===== config.mk =====
export PLATFORM = sky130hd
export DESIGN_NAME = cam_word_array
export DESIGN_NICKNAME = d
export VERILOG_FILES = /design/src/rtl/cam_pkg.sv /design/src/rtl/cam_priority_encoder.sv /design/src/rtl/cam_word_array.sv
export SDC_FILE = /design/constraint.sdc
export NUM_CORES = 2
export LEC_CHECK = 0
export ABC_CLOCK_PERIOD_IN_PS = 3400
export BUFFER_PORTS_ARGS = -buffer_cell sky130_fd_sc_hd__buf_2
export CELL_PAD_IN_SITES_DETAIL_PLACEMENT = 1
export CELL_PAD_IN_SITES_GLOBAL_PLACEMENT = 1
export CORE_MARGIN = 2
export CORE_UTILIZATION = 49
export CTS_CLUSTER_DIAMETER = 30
export DETAILED_ROUTE_END_ITERATION = 6
export PLACE_DENSITY_LB_ADDON = 0.1
export SYNTH_ARGS = -nofsm -noshare
export SYNTH_HDL_FRONTEND = slang
export SYNTH_SLANG_ARGS = --single-unit

===== constraint.sdc =====
create_clock -name clk -period 3.4 [get_ports clk]
set_input_delay 0 -clock clk [delete_from_list [all_inputs] [get_ports clk]]
set_output_delay 0 -clock clk [all_outputs]
set_load 0.01 [all_outputs]

===== src/rtl/cam_pkg.sv =====
// Shared CAM definitions: default geometry and the match-line pair encoding.
package cam_pkg;

  localparam int unsigned CAM_WIDTH     = 32;
  localparam int unsigned CAM_NUM_WORDS = 16;

  // Offsets of the two lines that describe word bit i on the search bus.
  localparam int unsigned BIT_ONE  = 0;  // line 2i: bit i must be 1
  localparam int unsigned BIT_ZERO = 1;  // line 2i+1: bit i must be 0

  // Build search lines from a comparand and a care mask (0 = don't-care).
  function automatic logic [2*CAM_WIDTH-1:0] ml_encode(
    input logic [CAM_WIDTH-1:0] comparand,
    input logic [CAM_WIDTH-1:0] care
  );
    logic [2*CAM_WIDTH-1:0] ml;
    ml = '0;
    for (int i = 0; i < int'(CAM_WIDTH); i++) begin
      ml[2*i+int'(BIT_ONE)]  = care[i] & comparand[i];
      ml[2*i+int'(BIT_ZERO)] = care[i] & ~comparand[i];
    end
    return ml;
  endfunction

endpackage


===== src/rtl/cam_priority_encoder.sv =====
// Lowest-index-first responder resolution over a tag vector.
module cam_priority_encoder #(
  parameter int unsigned NUM_WORDS = 16,
  parameter int unsigned ADDR_W    = $clog2(NUM_WORDS)
) (
  input  logic [NUM_WORDS-1:0] i_tags,
  output logic                 o_any_resp,
  output logic [ADDR_W-1:0]    o_first_addr
);

  // Scan from the top down so the last hit written is the lowest index.
  always_comb begin
    o_first_addr = '0;
    for (int i = int'(NUM_WORDS) - 1; i >= 0; i--) begin
      if (i_tags[i]) o_first_addr = ADDR_W'(i);
    end
  end

  assign o_any_resp = |i_tags;

endmodule


===== src/rtl/cam_word_array.sv =====
// CAM word storage with parallel ternary match, tag latching, responder
// resolution, addressed writes and masked multi-writes to tagged words.
module cam_word_array
  import cam_pkg::*;
#(
  parameter  int unsigned NUM_WORDS = CAM_NUM_WORDS,
  parameter  int unsigned WIDTH     = CAM_WIDTH,
  localparam int unsigned ADDR_W    = $clog2(NUM_WORDS)
) (
  input  logic                 clk,
  input  logic                 reset_n,
  input  logic [2*WIDTH-1:0]   match_lines,
  input  logic                 search_en,
  input  logic                 wr_en,
  input  logic                 wr_multi,
  input  logic [ADDR_W-1:0]    wr_addr,
  input  logic [WIDTH-1:0]     wr_data,
  input  logic [WIDTH-1:0]     wr_mask,
  input  logic                 step,
  output logic [NUM_WORDS-1:0] tags,
  output logic                 any_resp,
  output logic [ADDR_W-1:0]    first_addr,
  output logic [WIDTH-1:0]     rd_data
);

  logic [WIDTH-1:0]     r_word [NUM_WORDS];
  logic [NUM_WORDS-1:0] r_valid;
  logic [NUM_WORDS-1:0] r_tags;

  logic [WIDTH-1:0]     w_need_one;
  logic [WIDTH-1:0]     w_need_zero;
  logic [NUM_WORDS-1:0] w_match;
  logic                 w_addr_ok;
  logic [NUM_WORDS-1:0] w_addr_sel;
  logic [NUM_WORDS-1:0] w_wr_sel;
  logic                 w_any_resp;
  logic [ADDR_W-1:0]    w_first_addr;
  logic [NUM_WORDS-1:0] w_first_onehot;

  // Split the search bus into per-bit "must be 1" and "must be 0" vectors.
  always_comb begin
    w_need_one  = '0;
    w_need_zero = '0;
    for (int i = 0; i < int'(WIDTH); i++) begin
      w_need_one[i]  = match_lines[2*i+int'(BIT_ONE)];
      w_need_zero[i] = match_lines[2*i+int'(BIT_ZERO)];
    end
  end

  // Parallel compare: a word matches when valid and no constrained bit disagrees.
  always_comb begin
    w_match = '0;
    for (int w = 0; w < int'(NUM_WORDS); w++) begin
      w_match[w] = r_valid[w] &
                   ~(|((w_need_one & ~r_word[w]) | (w_need_zero & r_word[w])));
    end
  end

  // Write target selection: one addressed word, or every currently tagged word.
  always_comb begin
    w_addr_ok  = 32'(wr_addr) < NUM_WORDS;
    w_addr_sel = '0;
    for (int w = 0; w < int'(NUM_WORDS); w++) begin
      w_addr_sel[w] = wr_en & ~wr_multi & w_addr_ok & (wr_addr == ADDR_W'(w));
    end
    w_wr_sel = w_addr_sel | ({NUM_WORDS{wr_en & wr_multi}} & r_tags);
  end

  // Word storage and valid bits; masked update keeps unselected bits.
  always_ff @(posedge clk or negedge reset_n) begin
    if (!reset_n) begin
      for (int w = 0; w < int'(NUM_WORDS); w++) r_word[w] <= '0;
      r_valid <= '0;
    end else begin
      for (int w = 0; w < int'(NUM_WORDS); w++) begin
        if (w_wr_sel[w]) r_word[w] <= (r_word[w] & ~wr_mask) | (wr_data & wr_mask);
      end
      r_valid <= r_valid | w_addr_sel;
    end
  end

  cam_priority_encoder #(
    .NUM_WORDS (NUM_WORDS),
    .ADDR_W    (ADDR_W)
  ) u_prio (
    .i_tags       (r_tags),
    .o_any_resp   (w_any_resp),
    .o_first_addr (w_first_addr)
  );

  assign w_first_onehot = NUM_WORDS'(w_any_resp) << w_first_addr;

  // Tag register: a search reloads all tags and overrides a step clear.
  always_ff @(posedge clk or negedge reset_n) begin
    if (!reset_n) begin
      r_tags <= '0;
    end else if (search_en) begin
      r_tags <= w_match;
    end else if (step) begin
      r_tags <= r_tags & ~w_first_onehot;
    end
  end

  assign tags       = r_tags;
  assign any_resp   = w_any_resp;
  assign first_addr = w_first_addr;
  assign rd_data    = w_any_resp ? r_word[w_first_addr] : '0;

endmodule

==> impl_metrics.tcl, run 1 <==
set metrics [dict create \
    outcome "did not finish" \
    lastStage "global routing (5_1_grt)" \
    stop_error "[ERROR GRT-0232] Routing congestion too high. Check the congestion heatmap in the GUI." \
    cts-buffers-inserted 135 \
    synthCells 3444 \
    h-tree-depth 4 \
    die_y_um 264.8 \
    cts-root-buf "clkbuf_16" \
    async_reset_ff_share_pct 100.0 \
    clock-sinks 544 \
    grt_use_total_pct 80.62 \
    row_count 95 \
    yosys.area.top_type "dfrtp_1" \
    ys_warn_count 0 \
    io_pins 191 \
    synth_edf_count 0 \
    synthTopCellsByArea "dfrtp_1 41%, mux2_2 16%, mux2i_1 12%, nand2_1 8.0%, clkbuf_1 3.2%" \
    yosysSeqAreaShare_pct 40.84 \
    dp.cells 4311 \
    worst_path_end_type "output port" \
    start_util_pct 49.55 \
    syn_nets 3582 \
    yosysTopAreaCellShare_pct 40.84 \
    synth_area_sq_um 33330 \
    synth-main-ff-cell "dfrtp_1" \
    gp_congestion 1.190 \
    synth_seq_cells 544 \
    max-clock-path-buffers 3 \
    grt-worst-endpoint "rd_data[8]" \
    antenna_found_initial 57 \
    synth.distinct_cells 61 \
    port_buffers 190 \
    grt-ovfl-total 60 \
    grt_max_degree 112 \
    dp_hpwl_um 152300 \
    die_w_um 264.8 \
    syn_area_per_cell_sq_um 9.679 \
]
repair_timing:
item                                   4_1_cts
hold buffers                               112
setup endpoints to repair                   32
gates cloned                                 6
endpoints found under the hold margin     1040
gates resized for setup                     85
setup buffers                               23
pin swaps                                   16
per-stage QoR:
step	setup slack (ns)	util [%]	cell area, sq um	TNS [ns]
floorplan	0.8982	-	33330	0
global placement	0.3239	52.78	35510	0
detailed placement	0.3360	52.78	35510	0
CTS	-0.2080	62.97	42360	-4.244
kinds of logic after synthesis:
kind of cell / after synthesis / share of synthesized area (%)
AO/OA/AOI/OAI: 611 / 13.20
flip-flops: 544 / 40.84
multiplexers: 882 / 28.28
buffers and inverters: 406 / 4.744
AND/OR/NAND/NOR: 1001 / 12.94
metal layers:
layer | overflow | global-route usage [%]
met5 | 0 | 43.38
met4 | 27 | 77.65
met3 | 1 | 67.60
met2 | 29 | 93.86
met1 | 3 | 82.23
cells in the mapped netlist, drive strengths merged, types with 34 or more instances:
| cell | n |
|---|---|
| a211oi | 63 |
| a21oi | 144 |
| a221oi | 59 |
| a31o | 34 |
| buf | 47 |
| clkbuf | 286 |
| dfrtp | 544 |
| inv | 73 |
| mux2 | 479 |
| mux2i | 403 |
| nand2 | 710 |
| nand3 | 56 |
| nand4 | 97 |
| nor2 | 36 |
| o2111ai | 66 |
| o21ai | 70 |
==> inputs of run 2 (changes only) <==
--- a/config.mk
+++ b/config.mk
@@ -7,13 +7,10 @@
 export LEC_CHECK = 0
 export ABC_CLOCK_PERIOD_IN_PS = 3400
 export BUFFER_PORTS_ARGS = -buffer_cell sky130_fd_sc_hd__buf_2
-export CELL_PAD_IN_SITES_DETAIL_PLACEMENT = 1
-export CELL_PAD_IN_SITES_GLOBAL_PLACEMENT = 1
 export CORE_MARGIN = 2
-export CORE_UTILIZATION = 49
-export CTS_CLUSTER_DIAMETER = 30
+export CORE_UTILIZATION = 40
 export DETAILED_ROUTE_END_ITERATION = 6
-export PLACE_DENSITY_LB_ADDON = 0.1
+export PLACE_DENSITY_LB_ADDON = 0.15
 export SYNTH_ARGS = -nofsm -noshare
 export SYNTH_HDL_FRONTEND = slang
 export SYNTH_SLANG_ARGS = --single-unit
==> impl_metrics.tcl, run 2 <==
set metrics [dict create \
    routed_wl_um 207200 \
    syn_area_per_cell_sq_um 9.679 \
    fin_crit_sh_pct 102.7 \
    area_growth_pct 20.91 \
    critical_path.cell_chain "buf_6, nor2_4, a221oi_4, o41a_1, nor2_4, clkinv_8, buf_16, buf_12, mux2i_4, o221ai_2, a32o_2, buf_6" \
    cp_slowest_stage_delay_ns 0.50 \
    first_pass_iters 6 \
    endpoint_kind "primary output" \
    final_cell_area_sq_um 40300 \
    dp_hpwl_um 148400 \
    worst_slack_ns -0.09276 \
    finalNonFillerCells 4813 \
    holdWs_ns 0.02819 \
    clock-sinks 544 \
    slew_headroom_pct 19.58 \
    synth-main-ff-cell "dfrtp_1" \
    finalHoldViolCount 0 \
    worstMarginPinSlew_ns 1.202 \
    die_area_sq_um 85660 \
    cts-buffers-inserted 68 \
    powerDensity_nw_per_um2 505.3 \
    gp_congestion 1.121 \
    tritoncts "yes" \
    finalClockSkew_ns 0.01449 \
    vdd_drop_max_v 0.0004092 \
    yosysMostFrequentCell "nand2_1" \
    worst-path-max-fanout 11 \
    rsz0062_at_grt "yes" \
    fill_cells 7788 \
    layout_common_cells "710 x nand2_1, 542 x dfrtp_1, 479 x mux2_2" \
    final_common_cell "nand2_1" \
    power_mw 20.37 \
    synthTopCellsByArea "dfrtp_1 41%, mux2_2 16%, mux2i_1 12%, nand2_1 8.0%, clkbuf_1 3.2%" \
    die_w_um 292.7 \
    routed_via_density 6.885 \
    yosys.area.top_type "dfrtp_1" \
    grt_max_degree 95 \
    place_area_sq_um 35970 \
    yosysTopAreaCellShare_pct 40.84 \
    syn_nets 3582 \
    final_nets 3817 \
    critPathLaunchType "flip-flop" \
    antenna_found_initial 25 \
    setup_viol 24 \
    drc 0 \
    maxSlewViolCount 0 \
    max_freq_ghz 0.2863 \
    outcome "finished with violations" \
    grt_use_total_pct 46.95 \
    path_buf_inv 5 \
    core_sq_um 82240 \
    grt-ovfl-total 0 \
    die_y_um 292.7 \
    ys_warn_count 0 \
    worstPathArrival_ns 3.49 \
    yosysSeqAreaShare_pct 40.84 \
    grt_first_pass_wirelength_um 275200 \
    critical_path.top_delay_family "compound AO/OA/AOI/OAI gates" \
    fin_crit_ns 3.493 \
    synth_edf_count 0 \
    vias 33136 \
    ys_top_cells_by_count "710 x nand2_1, 544 x dfrtp_1, 479 x mux2_2" \
    postRouteAntennaNets 0 \
    p_leak_nw 16.91 \
    crit_type "flip-flop to primary output" \
    drive_gt1_share_pct 30.03 \
    max-clock-path-buffers 3 \
    io_pins 191 \
    min_path_type "input port to flip-flop" \
    critPathSlowestCell "o41a_1" \
    path_clk_slew_ns 0.06 \
    port_buffers 190 \
    h-tree-depth 3 \
    worstPathRequired_ns 3.40 \
    synthCells 3444 \
    violations "setup timing" \
    grt_pass1_vias 30834 \
    max-cap-violations 0 \
    insertion_delay_ns 0.64 \
    row_count 105 \
    cts-root-buf "clkbuf_16" \
    synth.distinct_cells 61 \
    fin_setup_tns_ns -0.6963 \
    first_iter_violations 5046 \
    async_reset_ff_share_pct 100.0 \
    routedWlPerCell_um 43.05 \
    dp.cells 4529 \
    synth_area_sq_um 33330 \
    synth_seq_cells 544 \
    start_util_pct 40.53 \
]
==> run 2: cell counts after synthesis <==
Identical to the previous run, type by type.
==> run 2: metal layers <==
layer	vias up	track usage [%]	wire (um)
li1	13039	-	-
met1	16775	60.59	79200
met2	2613	65.58	83310
met3	691	16.40	26800
met4	18	32.13	17680
met5	-	0.7374	187
==> run 2: path summary, 6_finish.rpt <==
check	cells after the start	to	start	slack, ns
worst max-delay path	12	rd_data[9]	tags[13]	-0.09
worst min-delay path	3	tags[11]	search_en	0.03
max in group asynchronous	3	tags[11]	reset_n	2.29
min in group asynchronous	2	asynchronous set/reset pin	reset_n	0.06
worst max register to register	5	tags[1]	flip-flop	0.41
worst min register to register	1	r_valid[12]	r_valid[12]	0.47
==> run 2: area by class of cell <==
type	instances	area (sq um)	area share (%)
well taps	1070	1339	3.322
clock inverters	29	307.8	0.7637
repair inverters	2	17.52	0.04346
flip-flops and latches	544	13620	33.78
multi-input cells	2494	18610	46.16
diodes	14	35.03	0.08692
clock buffers	91	1911	4.740
inverters	73	300.3	0.7450
repair buffers	496	4174	10.36
==> run 2: cell families (layout without fill, tap and decap cells) <==
| family | count (synthesis) | count (layout) | share of synthesized area [%] |
|---|---|---|---|
| AND/OR/NAND/NOR | 1001 | 1001 | 12.94 |
| flip-flops | 544 | 544 | 40.84 |
| multiplexers | 882 | 882 | 28.28 |
| buffers and inverters | 406 | 691 | 4.744 |
| AO/OA/AOI/OAI | 611 | 611 | 13.20 |
| other | 0 | 14 | 0 |
==> run 2: power breakdown <==
part	internal (mW)	leakage (nW)	switching (mW)
clock	4.28	1.07	3.18
combinational	1.64	8.73	2.43
sequential	7.36	7.11	1.49
total	13.3	16.9	7.10
==> run 2: worst reg2reg max path: stages, from the launching register on <==
cell	delay [ns]
dfrtp_1	0.42
mux2i_1	0.88
nand4_1	0.67
nor4_1	0.45
nand2_1	0.16
o21ai_0	0.29
==> run 2: stage by stage <==
stage	util, %	setup WS [ns]
floorplan	-	0.8982
global placement	43.73	0.2537
detailed placement	43.73	0.2324
CTS	48.07	-0.008364
global route	48.97	-0.1023
finish	49.01	-0.09276
==> run 2: timing repair <==
action                                  in CTS  in global routing
buffers inserted                             8                 26
gates cloned                                 3                  7
pin swaps                                    2                 20
endpoints found under the hold margin      617                  0
endpoints found under the setup margin      32                 32
hold buffers                               106                  0
resized for setup                           34                 86
No activity file was read; power rests on OpenSTA's default activity.
